## config.mk

```make
export PLATFORM = sky130hd
export DESIGN_NAME = free_list
export DESIGN_NICKNAME = d
export VERILOG_FILES = /design/src/rtl/free_list_pkg.sv /design/src/rtl/free_list_ps_lowest_n.sv /design/src/rtl/free_list.sv
export SDC_FILE = /design/constraint.sdc
export NUM_CORES = 1
export LEC_CHECK = 0
export CORE_MARGIN = 4
export CORE_UTILIZATION = 25
export CTS_CLUSTER_DIAMETER = 60
export CTS_CLUSTER_SIZE = 16
export DETAILED_ROUTE_END_ITERATION = 12
export PLACE_DENSITY = 0.45
export SLEW_MARGIN = 0
export SYNTH_ARGS = -nofsm -noshare
export SYNTH_HDL_FRONTEND = slang
export SYNTH_SLANG_ARGS = --single-unit
```

## constraint.sdc

```tcl
create_clock -name clock -period 10.63 [get_ports clock]
set_input_delay 2.126 -clock clock [delete_from_list [all_inputs] [get_ports clock]]
set_output_delay 2.126 -clock clock [all_outputs]
set_load 0.1 [all_outputs]
```

## src/rtl/free_list_pkg.sv

```systemverilog
// Shared rename-path constants: machine width, register file sizes and the
// post-reset free bitmap that the retire checkpoint logic also starts from.
package free_list_pkg;
  localparam int N                = 3;
  localparam int PHYS_REG_SZ_R10K = 64;
  localparam int ARCH_REG_SZ      = 32;
  localparam int PHYS_TAG         = $clog2(PHYS_REG_SZ_R10K);

  // PR0..ARCH_REG_SZ-1 hold the initial architectural mapping, so they start busy.
  localparam logic [PHYS_REG_SZ_R10K-1:0] INITIAL_AVAIL_MASK =
    {{(PHYS_REG_SZ_R10K-ARCH_REG_SZ){1'b1}}, {ARCH_REG_SZ{1'b0}}};
endpackage

```

## src/rtl/free_list_ps_lowest_n.sv

```systemverilog
// Multi-grant priority selector: returns the N lowest set bits of req, each as
// an index, a one-hot vector and a valid flag. Slot validity is monotonic.
module free_list_ps_lowest_n #(
  parameter  int W  = 64,
  parameter  int N  = 3,
  localparam int IW = $clog2(W)
) (
  input  logic [W-1:0]    req,
  output logic [N-1:0]    sel_valid,
  output logic [N*IW-1:0] sel_idx,
  output logic [N*W-1:0]  sel_onehot
);

  always_comb begin
    logic [W-1:0] rem;
    logic [W-1:0] hit;
    rem        = req;
    hit        = '0;
    sel_valid  = '0;
    sel_idx    = '0;
    sel_onehot = '0;
    for (int k = 0; k < N; k++) begin
      hit = '0;
      for (int i = 0; i < W; i++) begin
        if (rem[i] && (hit == '0)) begin
          hit[i]            = 1'b1;
          sel_idx[k*IW +: IW] = IW'(i);
        end
      end
      sel_valid[k]          = |hit;
      sel_onehot[k*W +: W]  = hit;
      rem                   = rem & ~hit;
    end
  end

endmodule

```

## src/rtl/free_list.sv

```systemverilog
// R10K physical-register free list: zero-latency in-order multi-lane allocation,
// bitmap frees from retire, and single-cycle restore on mispredict.
module free_list #(
  parameter  int N          = free_list_pkg::N,
  parameter  int PHYS_REGS  = free_list_pkg::PHYS_REG_SZ_R10K,
  parameter  int ARCH_COUNT = free_list_pkg::ARCH_REG_SZ,
  localparam int PRW        = $clog2(PHYS_REGS),
  localparam int CNTW       = $clog2(PHYS_REGS+1)
) (
  input  logic                 clock,
  input  logic                 reset,
  input  logic [N-1:0]         alloc_req,
  output logic [N-1:0]         alloc_valid,
  output logic [N*PRW-1:0]     alloc_tags,
  input  logic [PHYS_REGS-1:0] free_mask,
  input  logic                 mispredict,
  input  logic [PHYS_REGS-1:0] restore_mask,
  output logic [CNTW-1:0]      free_count,
  output logic [PHYS_REGS-1:0] avail_dbg,
  output logic                 double_free_err
);
  import free_list_pkg::*;

  localparam logic [PHYS_REGS-1:0] INIT_MASK =
    {{(PHYS_REGS-ARCH_COUNT){1'b1}}, {ARCH_COUNT{1'b0}}};
  localparam logic [PHYS_REGS-1:0] PR0_BIT = PHYS_REGS'(1);

  logic [PHYS_REGS-1:0]   avail;
  logic [PHYS_REGS-1:0]   avail_next;
  logic [PHYS_REGS-1:0]   granted;
  logic [N-1:0]           sel_valid;
  logic [N*PRW-1:0]       sel_idx;
  logic [N*PHYS_REGS-1:0] sel_onehot;

  free_list_ps_lowest_n #(.W(PHYS_REGS), .N(N)) u_sel (
    .req        (avail & ~PR0_BIT),
    .sel_valid  (sel_valid),
    .sel_idx    (sel_idx),
    .sel_onehot (sel_onehot)
  );

  // Requesting lanes consume selector slots in order; ptr marks the next slot.
  // Because slot validity is monotonic, the first unsatisfied lane starves all later ones.
  always_comb begin
    logic [N-1:0] ptr;
    ptr         = N'(1);
    alloc_valid = '0;
    alloc_tags  = '0;
    granted     = '0;
    for (int i = 0; i < N; i++) begin
      if (alloc_req[i] && !mispredict && !reset) begin
        for (int k = 0; k < N; k++) begin
          if (ptr[k] && sel_valid[k]) begin
            alloc_valid[i]           = 1'b1;
            alloc_tags[i*PRW +: PRW] = sel_idx[k*PRW +: PRW];
            granted                  = granted | sel_onehot[k*PHYS_REGS +: PHYS_REGS];
          end
        end
        ptr = ptr << 1;
      end
    end
  end

  // restore_mask already reflects this cycle's retire frees, so free_mask is dropped.
  always_comb begin
    avail_next = mispredict ? (restore_mask & ~PR0_BIT)
                            : ((avail & ~granted) | (free_mask & ~PR0_BIT));
  end

  always_ff @(posedge clock) begin
    if (reset) begin
      avail           <= INIT_MASK;
      double_free_err <= 1'b0;
    end else begin
      avail <= avail_next;
      if (!mispredict && |(free_mask & avail & ~PR0_BIT))
        double_free_err <= 1'b1;
    end
  end

  always_comb begin
    free_count = '0;
    for (int i = 0; i < PHYS_REGS; i++)
      free_count = free_count + CNTW'(avail[i]);
  end

  assign avail_dbg = avail;

endmodule

```

# --- Yosys cells after proc, flatten, opt, wreduce, memory -nomap -nowiden ---
# Cells that the tools add are included.
op_classes:
  n_addsub: 63
  n_mux: 417
  n_bitwise: 16
  reduce_logical: 394
ops:
  columns: ["operator", "count"]
  rows:
  - ["$mux W64", 15]
  - ["$mux W6", 136]
  - ["$or A64 B64 Y64", 7]
  - ["$add A7 B1 Y7", 57]
  - ["$and A64 B64 Y64", 4]
  - ["$mux W1", 204]
  - ["$logic_and A1 B1 Y1", 200]
  - ["$not A64 Y64", 3]
  - ["$logic_not A63 Y1", 3]
  - ["$logic_not A62 Y1", 3]
  - ["$logic_not A61 Y1", 3]
  - ["$logic_not A60 Y1", 3]
  - ["$logic_not A59 Y1", 3]
  - ["$logic_not A58 Y1", 3]
  - ["$logic_not A57 Y1", 3]
  - ["$logic_not A56 Y1", 3]
  - ["$logic_not A55 Y1", 3]
  - ["$logic_not A54 Y1", 3]
  - ["$mux W5", 32]
  - ["$logic_not A53 Y1", 3]
  - ["$logic_not A52 Y1", 3]
  - ["$logic_not A51 Y1", 3]
  - ["$logic_not A50 Y1", 3]
  - ["$logic_not A49 Y1", 3]
  - ["62 further kinds", 187]
totals:
  regBits: 65
  in_bits: 134
  output_inout_bits: 93
  elab_cells: 893

# --- Longest topological paths before layout ---
logic_depth:
  ltp_word: 588
  ltp_mapped: 22
  ltp_nobuf: 21

# --- By module ---
# Synthesis repeated with hierarchy kept, for this count alone.
unflattened:
  cells_unflattened: 1858
  hier_area_um2: 12772.2
by_module_without_submodules:
  columns: ["module", "n_inst", "cells_each", "area_per_inst_um2", "seq_area_each_um2"]
  rows:
  - ["free_list_ps_lowest_n", 1, 1190, 6974.2, 0.0]
  - ["free_list", 1, 668, 5798.1, 1301.2]

# --- Worst setup path before layout ---
# OpenSTA, ideal clock, no wires.
synth_path:
  path_type: "flip-flop to output port"
  startpoint: "register avail[6] (netlist: avail_dbg[6])"
  endpoint: "output port free_count[2]"
  arrival_time_ps: 7774
  required_time_ps: 8504
  setup_slack_ps: 730
  path_stages_with_launch: 16
  path_buffers: 2
  path_cell_list: "dfxtp_1 -> buf_2 -> buf_1 -> inv_1 -> fa_1 -> fa_1 -> fa_1 -> fa_1 -> fa_1 -> fa_1 -> fa_1 -> fa_1 -> inv_1 -> fa_1 -> fa_1 -> xor2_1"
synth_between:
  elab_chain_len: 58
synth_rtl:
  columns: ["element", "line_no", "source"]
  rows:
  - ["start: declaration", "free_list.sv:28", "logic [PHYS_REGS-1:0] avail;"]
  - ["start signal: assignment", "free_list.sv:75", "avail <= avail_next;"]
  - ["$add A6 B1 Y7", "free_list.sv:84", "free_count = free_count + CNTW'(avail[i]);"]
  - ["$add A7 B1 Y7 (57 in a row)", "free_list.sv:84", null]
  - ["end: declaration", "free_list.sv:18", "output logic [CNTW-1:0] free_count,"]
# Every way passes these cells.

# --- Worst setup path after layout ---
layout_path:
  startpoint: "register avail[28] (netlist: avail_dbg[28])"
  endpoint: "output port free_count[6]"
layout_between:
  elab_chain_len: 36
layout_rtl:
  columns: ["element", "line_no"]
  rows:
  - ["$add A7 B1 Y7 (36 in a row)", "free_list.sv:84"]
# Every way passes these cells.

==> run metrics <==
DRC 0; count of pins over their slew limit 0; Post-synth EDFFs 0; achievable frequency 104 MHz; RR Endpoint avail_dbg[38]; worst setup path end free_count[6]; Cell Count, Final, Fillers Out 2976; vias in the first global route 17.8k; #FFs+latches synth 64; Tcrit/Tclk final 0.904; minimum clock period 9.61 ns; largest net degree at the start of global routing 40; clock buffer depth 2; post_cts resized 0; Pwr per Cell Area 382 mW/mm^2; CTS buffer count 9; commonest non-fill, non-tap cells in the layout nor2_1 (250), clkdlybuf4s50_1 (202), nand2_1 (173), a21oi_1 (166), buf_4 (156); crit path max fanout 15; Chip Width 240 um; Ports 227; Hold Vio Cnt, Final 0; GRT Residual Overflow 0; skew final 0.0188 ns; Layout area overhead 28.4%; Placed Cells incl. Taps 2958; Routed WL 99.6 mm; status finished, final reports clean; initial antenna violation count 2; Critical Path AT 7.48 ns; routed len/inst 33.5 um; CTS tree done; CTS Hold Buffers Added 0; startpoint types flip-flop; Setup TNS Final 0 ns; Critical Setup Path Class flip-flop to output pin; Critical Path Start avail_dbg[28]; total die area 0.0577 mm^2; Syn Std Cell Area 0.0135 mm^2; Die Y 240 um; first-pass GRT wire length 138 mm; peak supply drop 0.00618 V; setup bufs post-CTS 0; Worst Reg2Reg Path Length in Cells 18; Antenna Nets Post-Route 0; Worst Hold Class flip-flop to flip-flop; Worst R2R Setup Slack 3.50 ns; YS warnings 0; Clk Latency, worst-skew pair 0.41 ns; post-DP HPWL 78.6 mm; Rows 84; Starting Density 0.254; GR Util All Layers 0.332; worst-margin pin slew 1.26 ns; ratio of cells with drive above 1 in the final layout 0.101; Pleak 6.16 nW; leading register cell type out of synthesis dfxtp_1; Avg Cell Area, Syn 6.50 um^2; Buffers on Ports 223; Layout Nets 2488; Worst setup EP type output pin; Core Footprint 0.0530 mm^2; H-tree levels 3; sequential area share after synthesis 0.0951; clock root buffer master clkbuf_16; commonest non-fill, non-tap cell in the layout nor2_1; Distinct cells, synth 102; Worst-path clk slew 0.06 ns; RSZ-0062 raised after global routing false; initial DRC count 2762; Sink Count 64; final setup vio count 0; WP data required 8.50 ns; syn_nets 2279; relative slew slack 0.151; routed vias 19.3k; iteration count of the initial detailed-routing pass 6; post-synthesis instance total 2072; final RePlAce weighted congestion 1.09; reg2reg start avail_dbg[2]; DR vias/cell 6.49; number of max-cap violations 0; Post-synth ARST share 0
## cell usage after synthesis, types with 15 or more instances
cell | n | area, um^2
o22ai_1 | 24 | 150
a211oi_1 | 35 | 263
clkbuf_1 | 130 | 488
nor3_1 | 118 | 591
or3_1 | 27 | 169
a31oi_1 | 42 | 263
nand4_1 | 55 | 344
o221ai_1 | 17 | 149
nor2_1 | 251 | 942
nand3_1 | 90 | 450
a22oi_1 | 35 | 263
buf_2 | 16 | 80.1
a21oi_1 | 166 | 831
fa_1 | 53 | 1060
inv_1 | 107 | 402
dfxtp_1 | 64 | 1280
o21ai_0 | 136 | 681
nand2_1 | 173 | 649
or2_2 | 17 | 106
nor4_1 | 39 | 244
or4_1 | 16 | 120
xnor2_1 | 22 | 193
a2111oi_0 | 16 | 140
ha_1 | 20 | 250
maj3_1 | 15 | 150
a221oi_1 | 18 | 158
o211ai_1 | 26 | 195
## worst min-delay path by stage
stage	cells after the start	to	startpoint	slack, ns
6_report	2	double_free_err	double_free_err	0.49
2_1_floorplan	2	double_free_err	double_free_err	0.91
4_1_cts	2	double_free_err	double_free_err	0.49
3_5_place_dp	2	double_free_err	double_free_err	0.47
5_1_grt	2	double_free_err	double_free_err	0.51
3_3_place_gp	2	double_free_err	double_free_err	0.46
## metrics by stage
stage | hold WS [ns] | util | setup WS (ns) | area [um^2] | power, W
2_1_floorplan | 0.915 | - | 0.730 | 13500 | 0.00294
3_3_place_gp | 0.460 | 0.321 | 1.50 | 17000 | 0.00626
3_5_place_dp | 0.475 | 0.321 | 1.57 | 17000 | 0.00621
4_1_cts | 0.490 | 0.326 | 1.10 | 17300 | 0.00661
5_1_grt | 0.507 | 0.326 | 0.789 | 17300 | 0.00694
6_report | 0.488 | 0.327 | 1.02 | 17300 | 0.00661
## layout make-up
| class | instances | area [um^2] |
|---|---|---|
| Antenna cell | 3 | 7.51 |
| Clock buffer | 11 | 233 |
| Clock inverter | 4 | 70.1 |
| Fill cell | 5870 | 35700 |
| Inverter | 115 | 432 |
| Multi-Input combinational cell | 1727 | 11100 |
| Sequential cell | 64 | 1280 |
| Tap cell | 688 | 861 |
| Timing Repair Buffer | 364 | 3300 |
## per-layer routing
metal  GRT usage  part of all wire
met4       0.151             0.053
met5           0           0.00013
met1       0.467              0.42
met3      0.0811              0.12
met2       0.477              0.41
## power by group
part           leakage [nW]  total, W  internal, W  switching [W]
clock network         0.149  0.000352     0.000203       0.000149
logic                  5.48   0.00597      0.00148        0.00450
registers             0.532  0.000286     0.000256      0.0000302
## logic make-up after synthesis
family,Yosys count,share of synthesized area
simple gates,886,0.327
buf+inv,281,0.0826
fa+ha+maj,89,0.109
other cells,1,0.000278
flops,64,0.0951
mux,17,0.0129
compound gates,701,0.352
xor+xnor,33,0.0215
## critical path, cell delays in order, from the launching register on
cell and delay (ns):
dfxtp_1 0.75, inv_1 0.29, fa_1 0.56, inv_1 0.06, fa_1 0.46, fa_1 0.51, inv_1 0.07, fa_1 0.52
fa_1 0.43, fa_1 0.61, fa_1 0.48, fa_1 0.50, inv_1 0.05, fa_1 0.41, fa_1 0.47, a21o_1 0.19
a21oi_1 0.21, nor2b_1 0.07, o21ai_0 0.14, nand2b_1 0.08, buf_4 0.23
## sequential cells by signal, summed over array words and instances (netlist names)
register	cells
avail_dbg	63
double_free_err	1
(Power assumes the default switching activity.)
